$ cat config.mk
export PLATFORM = sky130hd
export DESIGN_NAME = shift_sequencer
export DESIGN_NICKNAME = d
export VERILOG_FILES = /design/src/rtl/shift_sequencer.sv
export SDC_FILE = /design/constraint.sdc
export NUM_CORES = 1
export LEC_CHECK = 0
export ABC_AREA = 1
export BUFFER_PORTS_ARGS = -buffer_cell sky130_fd_sc_hd__buf_2
export CAP_MARGIN = 25
export CORE_ASPECT_RATIO = 0.75
export CORE_MARGIN = 2
export CORE_UTILIZATION = 46
export CTS_CLUSTER_SIZE = 28
export DETAILED_ROUTE_END_ITERATION = 16
export GPL_TIMING_DRIVEN = 1
export HOLD_SLACK_MARGIN = 0.12
export PLACE_DENSITY = 0.75
export SETUP_SLACK_MARGIN = 0.2
export SYNTH_ARGS = -nofsm -noshare
export SYNTH_HDL_FRONTEND = slang
export SYNTH_SLANG_ARGS = --single-unit
$ cat constraint.sdc
create_clock -name clk -period 1.4 [get_ports clk]
set_input_delay 0.07 -clock clk [delete_from_list [all_inputs] [get_ports clk]]
set_output_delay 0.07 -clock clk [all_outputs]
set_load 0.02 [all_outputs]
$ cat src/rtl/shift_sequencer.sv
// ============================================================================
// shift_sequencer: load/shift/done sequencer for the 8-bit shift register
// Rev 1.0 - initial release
// ============================================================================
`default_nettype none

module shift_sequencer #(
  parameter int WIDTH = 8,
  parameter int AMT_W = 3
) (
  input  logic             clk,
  input  logic             resetn,
  input  logic             start,
  input  logic [WIDTH-1:0] operand,
  input  logic             dir,
  input  logic [1:0]       mode,
  input  logic [AMT_W-1:0] amount,
  input  logic [WIDTH-1:0] reg_q,
  output logic [WIDTH-1:0] reg_load_data,
  output logic [1:0]       reg_shift,
  output logic             reg_d0,
  output logic             busy,
  output logic             done,
  output logic [WIDTH-1:0] result,
  output logic             carry_out
);

  typedef enum logic [1:0] {
    S_IDLE  = 2'd0,
    S_LOAD  = 2'd1,
    S_SHIFT = 2'd2,
    S_DONE  = 2'd3
  } state_t;

  localparam logic [1:0] CMD_HOLD  = 2'b00;
  localparam logic [1:0] CMD_RIGHT = 2'b01;
  localparam logic [1:0] CMD_LEFT  = 2'b10;
  localparam logic [1:0] CMD_LOAD  = 2'b11;

  state_t           state_q;
  logic [WIDTH-1:0] load_data_q;
  logic             dir_q;
  logic [1:0]       mode_q;
  logic [AMT_W-1:0] cnt_q;
  logic [1:0]       reg_shift_q;
  logic             busy_q;
  logic             done_q;
  logic [WIDTH-1:0] result_q;
  logic             carry_q;

  logic             fill_d;
  logic [WIDTH-1:0] shifted_d;
  logic             out_bit_d;

  always_comb begin
    fill_d = 1'b0;
    if (state_q == S_SHIFT) begin
      if (!dir_q) begin
        case (mode_q)
          2'b01:   fill_d = reg_q[WIDTH-1];
          2'b10:   fill_d = reg_q[0];
          default: fill_d = 1'b0;
        endcase
      end else begin
        fill_d = (mode_q == 2'b10) ? reg_q[WIDTH-1] : 1'b0;
      end
    end
  end

  // Value the register will hold after this cycle's shift; lets result be
  // registered on entry to DONE so it is visible in the done cycle itself.
  assign shifted_d = dir_q ? {reg_q[WIDTH-2:0], fill_d} : {fill_d, reg_q[WIDTH-1:1]};
  assign out_bit_d = dir_q ? reg_q[WIDTH-1] : reg_q[0];

  always_ff @(posedge clk or negedge resetn) begin
    if (!resetn) begin
      state_q     <= S_IDLE;
      load_data_q <= '0;
      dir_q       <= 1'b0;
      mode_q      <= 2'b00;
      cnt_q       <= '0;
      reg_shift_q <= CMD_HOLD;
      busy_q      <= 1'b0;
      done_q      <= 1'b0;
      result_q    <= '0;
      carry_q     <= 1'b0;
    end else begin
      done_q <= 1'b0;
      case (state_q)
        S_IDLE: begin
          if (start) begin
            load_data_q <= operand;
            dir_q       <= dir;
            mode_q      <= mode;
            cnt_q       <= amount;
            reg_shift_q <= CMD_LOAD;
            busy_q      <= 1'b1;
            state_q     <= S_LOAD;
          end
        end
        S_LOAD: begin
          carry_q <= 1'b0;
          if (cnt_q == '0) begin
            reg_shift_q <= CMD_HOLD;
            busy_q      <= 1'b0;
            done_q      <= 1'b1;
            result_q    <= load_data_q;
            state_q     <= S_DONE;
          end else begin
            reg_shift_q <= dir_q ? CMD_LEFT : CMD_RIGHT;
            state_q     <= S_SHIFT;
          end
        end
        S_SHIFT: begin
          carry_q <= out_bit_d;
          cnt_q   <= cnt_q - AMT_W'(1);
          if (cnt_q == AMT_W'(1)) begin
            reg_shift_q <= CMD_HOLD;
            busy_q      <= 1'b0;
            done_q      <= 1'b1;
            result_q    <= shifted_d;
            state_q     <= S_DONE;
          end
        end
        S_DONE: begin
          state_q <= S_IDLE;
        end
        default: begin
          reg_shift_q <= CMD_HOLD;
          busy_q      <= 1'b0;
          state_q     <= S_IDLE;
        end
      endcase
    end
  end

  assign reg_load_data = load_data_q;
  assign reg_shift     = reg_shift_q;
  assign reg_d0        = fill_d;
  assign busy          = busy_q;
  assign done          = done_q;
  assign result        = result_q;
  assign carry_out     = carry_q;

endmodule

`default_nettype wire

Word level (Yosys, flattened, before mapping)
Cells that the tools add are included.
{"block": "totals", "regBits": 29, "inputBits": 25, "out_inout_bits": 22, "elab_cells": 59}
{"block": "classes", "addsub": 1, "n_eq_ne": 9, "muxes": 28, "reduce_logical": 11}
{"cell": "$mux 8", "count": 3}
{"cell": "$pmux 8 s2", "count": 1}
{"cell": "$mux 2", "count": 6}
{"cell": "$mux 1", "count": 10}
{"cell": "$pmux 2 s4", "count": 1}
{"cell": "$eq 2x2->1 const B", "count": 3}
{"cell": "$pmux 1 s2", "count": 3}
{"cell": "$pmux 2 s3", "count": 1}
{"cell": "$pmux 3 s2", "count": 1}
{"cell": "$reduce_and 2->1", "count": 3}
{"cell": "$reduce_and 3->1", "count": 2}
{"cell": "$eq 2x1->1 const B", "count": 2}
{"cell": "$ne 2x2->1 const B", "count": 2}
{"cell": "$reduce_and 4->1", "count": 1}
{"cell": "$reduce_bool 2->1", "count": 2}
{"cell": "$eq 3x1->1 const B", "count": 1}
{"cell": "$logic_not 3->1", "count": 1}
{"cell": "$mux 3", "count": 1}
{"cell": "$pmux 1 s3", "count": 1}
{"cell": "$reduce_bool 3->1", "count": 1}
{"cell": "$sub 3x1->3 const B", "count": 1}
{"cell": "$logic_not 2->1", "count": 1}
{"cell": "$ne 2x1->1 const B", "count": 1}

Longest topological paths before layout
Gate-level depths: netlist of the first run.
{"block": "logic_depth", "ltp_word": 7, "mapped_depth": 9}

Worst setup path after synthesis of the first run
OpenSTA, ideal clock, no wires.
{"block": "synth_path", "path_kind": "register to register", "start": "register state_q[0]", "end": "register load_data_q[2] (netlist: reg_load_data[2])", "arrival_ns": 1.232, "t_required_ns": 1.275, "path_slack_ns": 0.043, "path_stages_with_launch": 6, "cell_sequence": "dfrtp_1 > inv_1 > ha_1 > nand2_1 > buf_6 > mux2_4"}
{"block": "synth_between", "elab_chain_cells": 2}
{"element": "start: declaration", "line": "40", "rtl": "state_t state_q;"}
{"element": "start signal: assignment", "line": "77", "rtl": "state_q <= S_IDLE;"}
{"element": "start signal: assignment", "line": "98", "rtl": "state_q <= S_LOAD;"}
{"element": "start signal: assignment", "line": "108", "rtl": "state_q <= S_DONE;"}
{"element": "$logic_not 2->1", "line": "89", "rtl": "case (state_q)"}
{"element": "$reduce_and 2->1 (no source line)"}
{"element": "end signal: assignment", "line": "92", "rtl": "load_data_q <= operand;"}
{"element": "end: declaration", "line": "41", "rtl": "logic [WIDTH-1:0] load_data_q;"}
Every way passes these cells.
A chain may end at the register's enable or synchronous reset.

Final worst setup path of the first run
{"block": "layout_path", "start": "register mode_q[1]", "end": "output port reg_d0"}
{"block": "layout_between", "elab_chain_cells": 4, "elab_cells_between_ends": 6, "cone_classes": "eq/ne (2); mux (4)"}
{"element": "start: declaration", "line": "43", "rtl": "logic [1:0] mode_q;"}
{"element": "start signal: assignment", "line": "94", "rtl": "mode_q <= mode;"}
{"element": "$eq 2x2->1 or $eq 2x1->1 (tied branches)", "line": "59, 65"}
{"element": "$pmux 1 s2 or $mux 1 (tied branches)", "line": "59, 65"}
{"element": "$mux 1 *", "line": "58", "rtl": "if (!dir_q) begin"}
{"element": "$mux 1 *", "line": "57", "rtl": "if (state_q == S_SHIFT) begin"}
{"element": "end: declaration", "line": "21", "rtl": "output logic reg_d0,"}
Mark *: on every way between the ends. The rest lies on a longest branch, timed or not.

==> metrics.md, run 1 <==
| Metric | Value |
|---|---|
| Status | complete, but fails checks |
| Failing checks | negative setup slack |
| Total gr overflow | 0 |
| Crit path required time | 1.33 ns |
| Yosys cell types | 22 |
| Synth Register Bits | 29 |
| Post-route ant nets | 0 |
| Critical path capture point | reg_d0 |
| Final setup violation count | 24 |
| Mean Syn Cell Area | 8.222 sq um |
| Die width | 72.35 um |
| # fillers | 139 |
| First-pass GRT wire length | 8.293 mm |
| Cell count after synthesis | 196 |
| Clock Path Buffers | 2 |
| Rows | 18 |
| CP Class | flip-flop to output port |
| H-tree depth | 2 |
| Slew @ Worst Pin | 0.6866 ns |
| Hold Crit Class | input pin to flip-flop |
| Number of inserted diodes | 0 |
| Worst-path maximum fanout | 2 |
| Final worst slack | -0.2096 ns |
| Final number of hold-violating endpoints | 0 |
| DP HPWL | 2.598 mm |
| Clk pin slew, worst setup/hold paths | 0.07 ns |
| Reg-to-reg endpoint | cnt_q[2]$_DFFE_PN0P_ |
| CTS tree | done |
| Mapped Area | 1612 sq um |
| CP endpoint kind | output port |
| Layout cells sized above 1 | 57.38% |
| TritonCTS buffer count | 5 |
| Routed via count | 2016 |
| Largest net degree at the start of global routing | 30 |
| Die ar. | 3998 sq um |
| Pleak | 1.435 nW |
| Max Fclk | 0.6213 GHz |
| Synth warn | 0 |
| Critical Path Start | mode_q[1]$_DFFE_PN0P_ |
| Worst Setup Start Kind | flip-flop |
| Clock root buffer | clkbuf_8 |
| Starting DRC count in detailed routing | 152 |
| Max_cap viols | 0 |
| Routability congestion estimate from global placement | 0.8543 |
| Area growth syn-to-layout | 83.15% |
| Core Footprint | 3311 sq um |
| Ports | 47 |
| Fin. max-slew vios | 0 |
| Drt drc | 0 |
| Core Util, Final | 89.15% |
| Vias/cell | 5.964 |
| Placed cell count | 280 |
| Max IR drop VDD | 0.001569 V |
| Syn_nets | 231 |
| DR pass1 iterations | 7 |
| Vias in the first global route | 1747 |
| NumNets Final | 332 |
| Die height | 55.26 um |
| CTS Sinks | 29 |
| Clk_lat worst skew | 0.30 ns |
| Routed wire length | 7.277 mm |
| Unrepaired setup endpoints after global routing | true |
| R2r setup slk | -0.13 ns |
| Worst slew margin | 54.23% |
| Period utilisation layout | 115.0% |
| Non-Filler Instances | 338 |
| WL/cell | 21.53 um |
| R2R cell count | 8 |
| Port Buffers | 46 |
| Reg-to-reg startpoint | state_q[0]$_DFFE_PN0P_ |
| Antenna violations before repair | 0 |
| Sequential share of the synthesized area | 45.03% |
| Final Skew | 0.01028 ns |
| Initial Util | 48.68% |
| Data arrival, critical path | 1.54 ns |
| Minimum clock period | 1.610 ns |
| P per Cell Area | 2677 nW/um^2 |
| Total Routing Usage GR | 27.18% |
==> kinds of logic (layout without fill, tap and decap cells) <==
group                      Yosys count  in the layout  synth area share [%]
AOI/OAI and AO/OA                   45             45                 15.22
adders and majority gates           10             10                 7.764
buffers and inverters               30            131                 8.851
DFF                                 29             29                 45.03
muxes                                2              2                 1.863
and+or+nand+nor                     80             81                 21.27
==> sequential cells by signal, indices dropped and copies added (netlist names), 2 cells and up <==
name	count
state_q	2
mode_q	2
reg_shift	2
result	8
cnt_q	3
reg_load_data	8
==> cell type report <==
cell class	count	area (sq um)	area share, %
repair buffers	98	824.5	27.94
well taps	40	50.05	1.696
inverters	25	111.4	3.773
flip-flops and latches	29	730.7	24.76
clock buffers	8	80.08	2.713
multi-input cells	138	1155	39.13
==> where the power goes <==
part / switching, W / leakage, nW / internal (W)
logic: 0.00318 / 1.06 / 0.00236
clock network: 0.000347 / 0.0395 / 0.000353
registers: 0.000389 / 0.335 / 0.00127
==> synth_stat cells <==
cell type / count / area [sq um]
buf_4: 1 / 7.510
buf_6: 3 / 33.78
mux2_4: 2 / 30.03
inv_1: 21 / 78.83
nand3_1: 6 / 30.03
a22oi_1: 1 / 7.510
dfrtp_1: 29 / 725.7
o21ai_2: 1 / 8.760
ha_1: 10 / 125.1
inv_4: 1 / 6.260
nand2_2: 2 / 12.51
inv_2: 3 / 11.26
nor2_4: 1 / 11.26
a21oi_1: 16 / 80.08
buf_2: 1 / 5.000
nand2_1: 53 / 198.9
nand2_4: 3 / 33.78
o22ai_1: 1 / 6.260
o21ai_0: 15 / 75.07
nor2_1: 15 / 56.30
o211ai_1: 5 / 37.54
o21ai_1: 6 / 30.03
==> metal layers <==
layer | vias to the layer above | global-route usage, % | part of all wire (%)
li1 | 835 | - | -
met1 | 956 | 34.85 | 38
met2 | 169 | 44.56 | 47
met3 | 56 | 7.664 | 8.3
met4 | 0 | 7.817 | 7.1
met5 | - | 0 | 0
==> critical path: stages, from the launching register on <==
cell and delay (ns):
dfrtp_1 0.43, inv_2 0.12, ha_4 0.14, nand2_2 0.06, nand2_2 0.10, nand3_2 0.07, a21oi_2 0.17, buf_6 0.14
==> worst min path at each step <==
stage / start / endpoint / slack [ns] / depth (start not counted)
4_1_cts: amount[0] / cnt_q[0]$_DFFE_PN0P_ / 0.13 / 5
3_3_place_gp: resetn / reg_shift[0]$_DFFE_PN0P_ / 0.13 / 1
5_1_grt: reg_q[4] / result[3]$_DFFE_PN0P_ / 0.19 / 5
3_5_place_dp: resetn / reg_shift[0]$_DFFE_PN0P_ / 0.14 / 1
2_1_floorplan: resetn / busy$_DFFE_PN0P_ / -0.23 / 0
6_report: reg_q[4] / result[3]$_DFFE_PN0P_ / 0.17 / 5
==> stage by stage <==
stage / cell area (sq um) / setup slack (ns) / power, W / hold slack, ns / setup TNS, ns
after floorplan: 1657 / 0.1344 / 0.003666 / -0.2256 / 0
after global placement: 1913 / -0.007859 / 0.004347 / 0.1329 / -0.007859
after detailed placement: 1913 / 0.0007563 / 0.004370 / 0.1413 / 0
after CTS: 2604 / -0.08537 / 0.006256 / 0.1345 / -0.08537
after global routing: 2952 / -0.2587 / 0.008253 / 0.1876 / -2.081
final: 2952 / -0.2096 / 0.007903 / 0.1679 / -1.420
==> cell usage in the layout (no fill, tap or decap), types with 2 or more instances in the layout <==
cell type	synthesis	final
a21oi_1	16	6
buf_4	1	17
nor2_1	15	4
buf_6	3	15
buf_12	0	2
nand3_1	6	3
buf_2	1	45
a21oi_2	0	10
ha_4	0	7
dlygate4sd3_1	0	14
mux2_4	2	2
nand2_8	0	4
inv_2	3	10
nor2_4	1	10
inv_4	1	2
o21ai_4	0	2
clkbuf_1	0	3
nor2_2	0	2
nand2_2	2	11
inv_1	21	12
dfrtp_1	29	25
o211ai_1	5	5
nand2_1	53	35
o21ai_1	6	11
dfrtp_2	0	4
buf_16	0	3
nand2_4	3	9
nand3_4	0	2
ha_1	10	3
o21ai_0	15	5
o21ai_2	1	4
clkbuf_8	0	5
==> timing repair <==
item	in CTS	in global routing
pin swaps	24	22
endpoints found under the setup margin	27	30
resized for setup	71	57
endpoints found under the hold margin	42	0
setup buffers	19	12
hold buffers	14	0
cloned	4	1
Note: power is estimated with default switching activity, not from simulation.
==> inputs of run 2 (changes only) <==
- ABC_AREA: 1 -> default
- ABC_CLOCK_PERIOD_IN_PS: default -> 1400
==> metrics.md, run 2 <==
| Metric | Value |
|---|---|
| CTS Sinks | 29 (unchanged) |
| P per Cell Area | 2728 nW/um^2 (was 2677 nW/um^2) |
| Pleak | 1.335 nW (was 1.435 nW) |
| Sequential share of the synthesized area | 45.35% (was 45.03%) |
| Clock Path Buffers | 2 (unchanged) |
| Tot Pwr | 0.007541 W (was 0.007903 W) |
| Multi-input gate area | 1111 sq um (was 1155 sq um) |
| Critical Path Max Stage Delay | 0.43 ns (about the same) |
| Dominant synthesized flop cell | dfrtp_1 (unchanged) |
| Minimum clock period | 1.798 ns (was 1.610 ns) |
| Port Buffers | 46 (unchanged) |
| Synth warn | 0 (unchanged) |
| Period utilisation layout | 128.5% (was 115.0%) |
| Die ar. | 3972 sq um (was 3998 sq um) |
| NetSw | 0.003229 W (was 0.003916 W) |
| Cell count after synthesis | 151 (was 196) |
| Seq. cell area | 726.9 sq um (was 730.7 sq um) |
| Max IR drop VDD | 0.002022 V (was 0.001569 V) |
| CTS tree | done (unchanged) |
| EDFF count, synth | 0 (unchanged) |
| Initial Util | 48.34% (was 48.68%) |
| Crit path required time | 1.57 ns (was 1.33 ns) |
| Fin. max-slew vios | 0 (unchanged) |
| Post-synth top cells | dfrtp_1, mux2_2, a21oi_1, nor2_1 (was nand2_1, dfrtp_1, inv_1, a21oi_1) |
| Post-synth top area cell | dfrtp_1 (unchanged) |
| Synth area leaders | dfrtp_1, mux2_2, ha_1 (was dfrtp_1, nand2_1, ha_1) |
| Routed wire length | 5.863 mm (was 7.277 mm) |
| CP cell instances | inv_2 > ha_4 > nor2b_4 > a2111oi_4 > buf_6 > mux2_4 (was inv_2 > ha_4 > nand2_2 > nand2_2 > nand3_2 > a21oi_2 > buf_6) |
| Combinational share of power | 67.4% (was 70.1%) |
| Rows | 18 (unchanged) |
| Most common cell after layout, fill and taps aside | buf_2 (unchanged) |
| FFs w/ async S/R, synth | 100.0% (unchanged) |
| Total Routing Usage GR | 28.30% (was 27.18%) |
| Die height | 55.08 um (was 55.26 um) |
| Setup TNS | -6.924 ns (was -1.420 ns) |
| Top-area cell type share of the netlist area | 45.35% (was 45.03%) |
| Worst Hold End | carry_out$_DFFE_PN0N_ (was result[3]$_DFFE_PN0P_) |
| Number of inserted diodes | 0 (unchanged) |
| Failing checks | negative setup slack (unchanged) |
| Final number of hold-violating endpoints | 0 (unchanged) |
| Mean Syn Cell Area | 10.60 sq um (was 8.222 sq um) |
| R2r setup slk | -0.40 ns (was -0.13 ns) |
| Hold Crit Depth | 3 (was 5) |
| CP Class | flip-flop to flip-flop (was flip-flop to output port) |
| R2R cell count | 6 (was 8) |
| Drt drc | 0 (unchanged) |
| Synth Register Bits | 29 (unchanged) |
| Mapped Area | 1600 sq um (was 1612 sq um) |
| Reg-to-reg endpoint | result[3]$_DFFE_PN0P_ (was cnt_q[2]$_DFFE_PN0P_) |
| Final worst slack | -0.3985 ns (was -0.2096 ns) |
| Final Skew | 0.01123 ns (was 0.01028 ns) |
| WL/cell | 20.15 um (was 21.53 um) |
| Routed via count | 1659 (was 2016) |
| Starting DRC count in detailed routing | 130 (was 152) |
| Vias/cell | 5.701 (was 5.964) |
| Final hold slack | 0.1760 ns (was 0.1679 ns) |
| Unrepaired setup endpoints after global routing | true (unchanged) |
| Clock root buffer | clkbuf_8 (unchanged) |
| TritonCTS buffer count | 5 (unchanged) |
| Data arrival, critical path | 1.97 ns (was 1.54 ns) |
| Clk_lat worst skew | 0.29 ns (was 0.30 ns) |
| First-pass GRT wire length | 7.997 mm (was 8.293 mm) |
| Yosys cell types | 30 (was 22) |
| Worst slew margin | 56.44% (was 54.23%) |
| Seq pwr share | 22.2% (was 21.0%) |
| CP endpoint kind | flip-flop (was output port) |
| Core Footprint | 3311 sq um (unchanged) |
| Clk pin slew, worst setup/hold paths | 0.07 ns (about the same) |
| Worst slack, placed | -0.3370 ns (was 0.0007563 ns) |
| # fillers | 176 (was 139) |
| Slowest CP cell | dfrtp_1 (unchanged) |
| Commonest cells after routing, fill and taps aside | buf_2, dfrtp_1, buf_6 (was buf_2, nand2_1, dfrtp_1) |
| Routability congestion estimate from global placement | 0.7528 (was 0.8543) |
| Post-route ant nets | 0 (unchanged) |
| H-tree depth | 2 (unchanged) |
| Reg-to-reg startpoint | state_q[0]$_DFFE_PN0P_ (unchanged) |
| Count leader, synth | dfrtp_1 (was nand2_1) |
| NumNets Final | 285 (was 332) |
| Max Fclk | 0.5560 GHz (was 0.6213 GHz) |
| P_int | 0.004311 W (was 0.003987 W) |
| Clock power share | 10.4% (was 8.9%) |
| Total gr overflow | 0 (unchanged) |
| Worst-path maximum fanout | 7 (was 2) |
| Hold Crit Class | input pin to flip-flop (unchanged) |
| Layout cells sized above 1 | 58.17% (was 57.38%) |
| Max_cap viols | 0 (unchanged) |
| Ports | 47 (unchanged) |
| Syn_nets | 186 (was 231) |
| Slew @ Worst Pin | 0.6535 ns (was 0.6866 ns) |
| Switching Fraction | 42.82% (was 49.55%) |
| Final setup violation count | 29 (was 24) |
| Antenna violations before repair | 0 (unchanged) |
| Area growth syn-to-layout | 72.71% (was 83.15%) |
| Die width | 72.11 um (was 72.35 um) |
| Vias in the first global route | 1602 (was 1747) |
| Worst Setup Start Kind | flip-flop (unchanged) |
| Status | complete, but fails checks (unchanged) |
| Largest net degree at the start of global routing | 30 (unchanged) |
| DP HPWL | 3.024 mm (was 2.598 mm) |
| Hold path start | reg_q[0] (was reg_q[4]) |
| DR pass1 iterations | 4 (was 7) |
==> run 2: power by group through the flow <==
stage / clock network [W] / registers, W / logic (W)
floorplan: 0 / 0.00190 / 0.00197
global placement: 0 / 0.00156 / 0.00331
detailed placement: 0 / 0.00159 / 0.00346
CTS: 0.000778 / 0.00160 / 0.00436
global route: 0.000831 / 0.00170 / 0.00536
finish: 0.000781 / 0.00168 / 0.00508
==> run 2: cells by family (layout without fill, tap and decap cells) <==
family                     count (synthesis)  in the layout  synth area share (%)
AOI/OAI and AO/OA                         34             34                 14.70
buffers and inverters                     16            115                 3.831
DFF                                       29             29                 45.35
adders and majority gates                 10             10                 7.819
muxes                                     25             25                 16.97
and+or+nand+nor                           37             38                 11.34
==> run 2: stage by stage <==
stage,cell area (sq um),util (%),instances
final,2764,83.48,291
after floorplan,1705,-,151
after detailed placement,2107,63.64,256
after CTS,2625,79.29,286
after global routing,2764,83.48,291
after global placement,2107,63.64,256
==> run 2: area by class of cell <==
cell class / instances / area share [%]
tap: 40 / 1.811
timing repair buffer: 97 / 26.57
sequential: 29 / 26.30
multi-input combinational: 107 / 40.20
clock buffer: 7 / 3.486
clock inverter: 1 / 0.1811
inverter: 10 / 1.449
==> run 2: timing repair <==
item / CTS / global route
gates cloned: 1 / 0
hold buffers: 13 / 0
pin swaps: 12 / 8
hold endpoints to repair: 41 / 0
buffers inserted: 8 / 5
gates resized for setup: 50 / 25
setup endpoints to repair: 30 / 30
==> run 2: worst max-delay path by stage <==
stage / startpoint / to / slack (ns) / cells past startpoint
after floorplan: cnt_q[0]$_DFFE_PN0P_ / result[1]$_DFFE_PN0P_ / -0.40 / 5
after global placement: cnt_q[1]$_DFFE_PN0P_ / result[3]$_DFFE_PN0P_ / -0.29 / 6
after detailed placement: cnt_q[1]$_DFFE_PN0P_ / result[3]$_DFFE_PN0P_ / -0.34 / 6
after CTS: mode_q[1]$_DFFE_PN0P_ / reg_d0 / -0.30 / 6
after global routing: cnt_q[0]$_DFFE_PN0P_ / result[6]$_DFFE_PN0P_ / -0.42 / 6
final: state_q[0]$_DFFE_PN0P_ / result[3]$_DFFE_PN0P_ / -0.40 / 6
==> run 2: critical path, delay by kind of cell (launching register included) <==
kind                     cells  cell delay, ns
flip-flops                   1            0.43
AO/OA/AOI/OAI                1            0.33
multiplexers                 1            0.31
buffers and inverters        2            0.30
adder cells (fa/ha/maj)      1            0.18
AND/OR/NAND/NOR              1            0.13
==> run 2: per-layer routing <==
metal	wire length (um)	GRT usage, %
met5	0	0
met4	221	16.67
met3	377	7.246
met2	2895	48.93
met1	2369	32.66
